### config.mk
export PLATFORM = sky130hd
export DESIGN_NAME = uart_rx_fifo
export DESIGN_NICKNAME = d
export VERILOG_FILES = /design/src/rtl/uart_rx_fifo.sv
export SDC_FILE = /design/constraint.sdc
export NUM_CORES = 1
export LEC_CHECK = 0
export CAP_MARGIN = 20
export CORE_UTILIZATION = 45
export CTS_CLUSTER_SIZE = 10
export DETAILED_ROUTE_END_ITERATION = 8
export GPL_ROUTABILITY_DRIVEN = 0
export PLACE_DENSITY_LB_ADDON = 0.05
export SLEW_MARGIN = 20
export SYNTH_ARGS = -nofsm -noshare
export SYNTH_HDL_FRONTEND = slang
export SYNTH_SLANG_ARGS = --single-unit
export TNS_END_PERCENT = 5
### constraint.sdc
create_clock -name clk -period 6.7 [get_ports clk]
set_input_delay 1.34 -clock clk [delete_from_list [all_inputs] [get_ports clk]]
set_output_delay 1.34 -clock clk [all_outputs]
set_load 0.01 [all_outputs]
### src/rtl/uart_rx_fifo.sv
// uart_rx_fifo: receive-side byte buffer placed after the UART receiver.
// Power-of-two circular buffer with first-word-fall-through read, a
// registered occupancy counter, almost-full warning and overflow/underflow
// reporting.
// Build option: define UART_RXFIFO_STICKY_OVF_EN to make overflow a sticky
// flag cleared by ovf_clr, flush or rst; otherwise overflow is a one-cycle
// pulse per dropped byte and ovf_clr is ignored.
module uart_rx_fifo #(
  parameter int unsigned DEPTH        = 16,
  parameter int unsigned AFULL_THRESH = 12
) (
  input  logic                       clk,
  input  logic                       rst,
  input  logic                       flush,
  input  logic                       wr_en,
  input  logic [7:0]                 wr_data,
  input  logic                       rd_en,
  output logic [7:0]                 rd_data,
  output logic                       rd_valid,
  output logic [$clog2(DEPTH):0]     level,
  output logic                       empty,
  output logic                       full,
  output logic                       afull,
  output logic                       overflow,
  output logic                       underflow,
  input  logic                       ovf_clr
);

  localparam int unsigned PW = $clog2(DEPTH);
  localparam int unsigned LW = PW + 1;

  logic [7:0]    mem [DEPTH];
  logic [PW-1:0] wr_ptr;
  logic [PW-1:0] rd_ptr;
  logic [LW-1:0] level_q;
  logic          pop;
  logic          wr_ok;
  logic          wr_drop;
  logic          ovf_q;
  logic          unf_q;

  // Status flags follow the registered level directly
  always_comb begin
    level    = level_q;
    empty    = (level_q == '0);
    full     = (level_q == LW'(DEPTH));
    afull    = (level_q >= LW'(AFULL_THRESH));
    rd_valid = !empty;
    rd_data  = mem[rd_ptr];
  end

  // Request qualification; a pop frees a slot so a full buffer still accepts
  always_comb begin
    pop     = rd_en && !empty;
    wr_ok   = wr_en && (!full || pop);
    wr_drop = wr_en && full && !pop;
  end

  // Byte storage; not reset, contents are only visible through rd_ptr
  always_ff @(posedge clk) begin
    if (!flush && wr_ok) begin
      mem[wr_ptr] <= wr_data;
    end
  end

  // Pointers and occupancy counter; flush overrides any same-cycle traffic
  always_ff @(posedge clk or posedge rst) begin
    if (rst) begin
      wr_ptr  <= '0;
      rd_ptr  <= '0;
      level_q <= '0;
    end else if (flush) begin
      wr_ptr  <= '0;
      rd_ptr  <= '0;
      level_q <= '0;
    end else begin
      if (wr_ok) begin
        wr_ptr <= wr_ptr + PW'(1);
      end
      if (pop) begin
        rd_ptr <= rd_ptr + PW'(1);
      end
      case ({wr_ok, pop})
        2'b10:   level_q <= level_q + LW'(1);
        2'b01:   level_q <= level_q - LW'(1);
        default: level_q <= level_q;
      endcase
    end
  end

  // Underflow pulse: pop requested while empty, suppressed by flush
  always_ff @(posedge clk or posedge rst) begin
    if (rst) begin
      unf_q <= 1'b0;
    end else begin
      unf_q <= rd_en && empty && !flush;
    end
  end

`ifdef UART_RXFIFO_STICKY_OVF_EN
  // Sticky overflow; a new drop wins over a same-cycle clear
  always_ff @(posedge clk or posedge rst) begin
    if (rst) begin
      ovf_q <= 1'b0;
    end else if (flush) begin
      ovf_q <= 1'b0;
    end else if (wr_drop) begin
      ovf_q <= 1'b1;
    end else if (ovf_clr) begin
      ovf_q <= 1'b0;
    end
  end
`else
  logic unused_ovf_clr;
  assign unused_ovf_clr = ovf_clr;

  // One-cycle overflow pulse per dropped byte
  always_ff @(posedge clk or posedge rst) begin
    if (rst) begin
      ovf_q <= 1'b0;
    end else begin
      ovf_q <= wr_drop && !flush;
    end
  end
`endif

  assign overflow  = ovf_q;
  assign underflow = unf_q;

endmodule

After elaboration in Yosys (flattened, before gate mapping)
Memories as Yosys holds them, arrays and structs flattened.
Cells that the tools add are included.
{"block": "word_totals", "regBits": 15, "latch_bits": 0, "ram_bits": 128, "rom_bits": 0, "input_bits": 14, "word_cells": 39, "n_memories": 1}
{"block": "op_classes", "add_sub_neg": 4, "multipliers": 0, "div": 0, "order_cmp": 1, "eq_ne": 3, "shifts": 0, "mux": 8, "bitwise": 0, "n_reduce_logical": 17}
{"name": "mem", "depth": 16, "word_bits": 8, "rd": 1, "rd_clocked_by_memory_dff": 0, "wr": 1, "line": "32", "source": "logic [7:0] mem [DEPTH];"}
{"operator": "$mux W4", "n": 4}
{"operator": "$pmux W5 S2", "n": 1}
{"operator": "$add A4 B1 Y4 const B", "n": 2}
{"operator": "$logic_and A1 B1 Y1", "n": 8}
{"operator": "$add A5 B1 Y5 const B", "n": 1}
{"operator": "$eq A5 B5 Y1 const B", "n": 1}
{"operator": "$ge A5 B4 Y1 const B", "n": 1}
{"operator": "$logic_not A5 Y1", "n": 1}
{"operator": "$mux W5", "n": 1}
{"operator": "$sub A5 B1 Y5 const B", "n": 1}
{"operator": "$logic_not A1 Y1", "n": 4}
{"operator": "$reduce_bool A2 Y1", "n": 2}
{"operator": "$reduce_bool A3 Y1", "n": 1}
{"operator": "$eq A2 B1 Y1 const B", "n": 1}
{"operator": "$eq A2 B2 Y1 const B", "n": 1}
{"operator": "$mux W1", "n": 2}
{"operator": "$logic_or A1 B1 Y1", "n": 1}

Depth between registers and ports, before layout
{"block": "logic_depth", "depth_word": 8, "depth_mapped": 10, "mapped_depth_nobuf": 8}

Worst setup path before layout
Ideal clock, no wire load.
{"block": "synth_timing", "path_type": "register to output", "startpoint": "register rd_ptr[0]", "endpoint": "output rd_data[1]", "arrival_time_ps": 1813, "required_ps": 5360, "slack_ps": 3547, "stages_incl_launch_ff": 7, "path_buffers": 3, "path_cell_list": "dfrtp_1 > buf_2 > buf_4 > buf_2 > mux4_2 > mux2i_1 > a21oi_1"}
{"block": "synth_via", "elab_chain_len": 1}
{"item": "from (decl)", "line": "34", "source": "logic [PW-1:0] rd_ptr;"}
{"item": "from (signal assigned)", "line": "81", "source": "rd_ptr <= rd_ptr + PW'(1);"}
{"item": "$mem_v2 Z16 W8"}
{"item": "to (decl)", "line": "18", "source": "output logic [7:0] rd_data,"}
Every way passes these cells.

Worst setup path in the final report
{"block": "layout_timing", "startpoint": "register rd_ptr[0]", "endpoint": "output rd_data[3]"}
The elaborated chain is that of the path after synthesis.

==> out/results.tsv <==
metric	value	unit
status	finished clean	
max_freq	0.214	GHz
grt_usage	19.9	%
clockRootBuffer	clkbuf_16	
p_leak	2.25	nW
initial_core_util	46.7	%
cts.sinks	143	
post_cts_resized	0	
dpl_cell_area	0.00644	mm²
die_h	117	µm
syn_to_final_growth	16.5	%
cp_max_fo	22	
hold_buffers	0	
synth_flop_cell	edfxtp_1	
drv_slew	0	
worstPathArrival	3.33	ns
drtAntennaViolNets	0	
fin_ws	2.03	ns
port_buffers	31	
power_density	340	mW/mm²
crit_type	flip-flop to output port	
drv_cap	0	
vdd_drop_max	0.176	mV
synth-seq-cells	143	
drtPass1Iterations	6	
final_area	0.00695	mm²
layout-drive-gt1-share	19.2	%
switching_power	0.638	mW
grt_pass1_vias	3143	
dieArea	0.0137	mm²
critPathLaunchType	flip-flop	
synth_cell_types	42	
core	0.0128	mm²
min_path_type	flip-flop to flip-flop	
drt_iter0_drc	283	
pwr-share-clk	34.3	%
yosysSeqAreaShare	70.7	%
hpwl	7300	µm
ys.warnings.count	0	
clockBufferDepth	2	
wl	12200	µm
post-cts-setup-buffers	0	
cts_max_level	4	
cp-end-kind	output port	
r2r-start	level[1]	
cts_buffers	17	
clkTransAtPathRegs	0.06	ns
fillers	1025	
rsz0062_at_grt	false	
wl_per_cell	21.8	µm
vias_per_cell	5.50	
cts_tree	built	
intPower	1.73	mW
hp-start	rd_ptr[1]	
clkLatencyLatePin	0.42	ns
vias	3067	
nNetsFinal	394	
io_pins	33	
drc_errors	0	
grt_start_max_net_pins	31	
switching_share	27.0	%
fp.dieW	117	µm
syn_area	0.00596	mm²
power	2.36	mW
tns	0	ns
startpoint	rd_ptr[0]	
grt_pass1_wl	18500	µm
dpl_worst_slack	2.35	ns
p_comb_share	20.9	%
synth-edff-count	128	
synthCells	338	
avgSynthCellArea	17.6	µm²
post-route-period-util	69.7	%
diodes	0	
overflow	0	
syn_nets	359	
antenna_found_initial	0	
tightest_slew	1.09	ns
seqPwrFrac	44.8	%
mostFrequentLayoutCells	edfxtp_1, mux4_2, clkdlybuf4s50_1	
hold_viol	0	
finClkSkew	0.00693	ns
layout_commonest_cell	edfxtp_1	
required	5.36	ns
core.rowCount	41	
slew_headroom	26.8	%
setup_viol	0	
final.min_clock_period	4.67	ns
async_flop_share	10.5	%
## flip-flops by register name, indices dropped and copies added (netlist names)
register and cells:
level 5, mem 128, wr_ptr 4, rd_ptr 4
overflow 1, underflow 1
## critical path, stage by stage (launching register included)
cell	delay, ns
dfrtp_2	0.86
buf_4	0.42
mux4_2	0.53
nor2b_1	0.14
a211oi_1	0.36
a21oi_1	0.08
clkdlybuf4s50_1	0.51
## power groups by stage
stage	logic (mW)	clock network (mW)	registers [mW]
final	0.494	0.811	1.06
after global routing	0.541	0.859	1.07
after CTS	0.503	0.825	1.06
after detailed placement	0.502	0	1.08
after global placement	0.497	0	1.08
after floorplan	0.359	0	1.04
## cells by family after synthesis
group / Yosys count / synth area share [%]
xor+xnor: 5 / 0.734
buf+inv: 26 / 2.01
compound gates: 39 / 4.57
fa+ha+maj: 7 / 1.47
mux: 45 / 14.3
simple gates: 73 / 6.17
flops: 143 / 70.7
## cell usage after synthesis, drive strengths merged, types with 2 or more instances
cell type / count / area share [%]
a211oi: 8 / 1.0
a21oi: 12 / 1.0
buf: 10 / 1.0
clkbuf: 9 / 0.57
dfrtp: 15 / 6.3
edfxtp: 128 / 64
ha: 7 / 1.5
inv: 7 / 0.44
mux2: 2 / 0.38
mux2i: 11 / 1.8
mux4: 32 / 12
nand2: 11 / 0.69
nand2b: 5 / 0.52
nand3: 5 / 0.42
nand4: 2 / 0.21
nor2: 20 / 1.3
nor2b: 12 / 1.3
nor3: 11 / 0.92
nor4: 2 / 0.21
o211ai: 2 / 0.25
o21a: 5 / 0.63
o21ai: 5 / 0.67
o31a: 3 / 0.44
xnor2: 2 / 0.29
xor2: 3 / 0.44
## final cells by class
cell class | count | area [µm²] | area share (%)
Tap cell | 172 | 215 | 3.10
Clock inverter | 13 | 75.1 | 1.08
Multi-Input combinational cell | 169 | 1640 | 23.6
Timing Repair Buffer | 35 | 340 | 4.90
Sequential cell | 143 | 4220 | 60.7
Clock buffer | 19 | 433 | 6.23
Inverter | 7 | 26.3 | 0.378
## metrics by stage
stage | utilization [%] | hold slack [ns] | cells
after floorplan | - | 0.563 | 338
after global placement | 50.4 | 0.559 | 526
after detailed placement | 50.4 | 0.559 | 526
after CTS | 54.4 | 0.568 | 558
after global routing | 54.4 | 0.604 | 558
final | 54.4 | 0.568 | 558
## final timing paths
kind / cells past startpoint / endpoint / slack (ns)
worst min-delay path: 2 / rd_ptr[1] / 0.57
min in group asynchronous: 2 / overflow / 1.30
max in group asynchronous: 2 / rd_ptr[0] / 4.95
worst min register to register: 2 / rd_ptr[1] / 0.57
worst max-delay path: 6 / rd_data[3] / 2.03
worst max register to register: 8 / level[4] / 4.22
## metal layers
layer | global-route usage (%) | vias to the layer above | wire [µm]
met5 | 0 | - | 0
met4 | 7.59 | 0 | 156
met3 | 5.46 | 13 | 537
met2 | 31.6 | 80 | 6000
met1 | 26.4 | 1561 | 5460
li1 | - | 1413 | -
No activity file was read; power rests on OpenSTA's default activity.
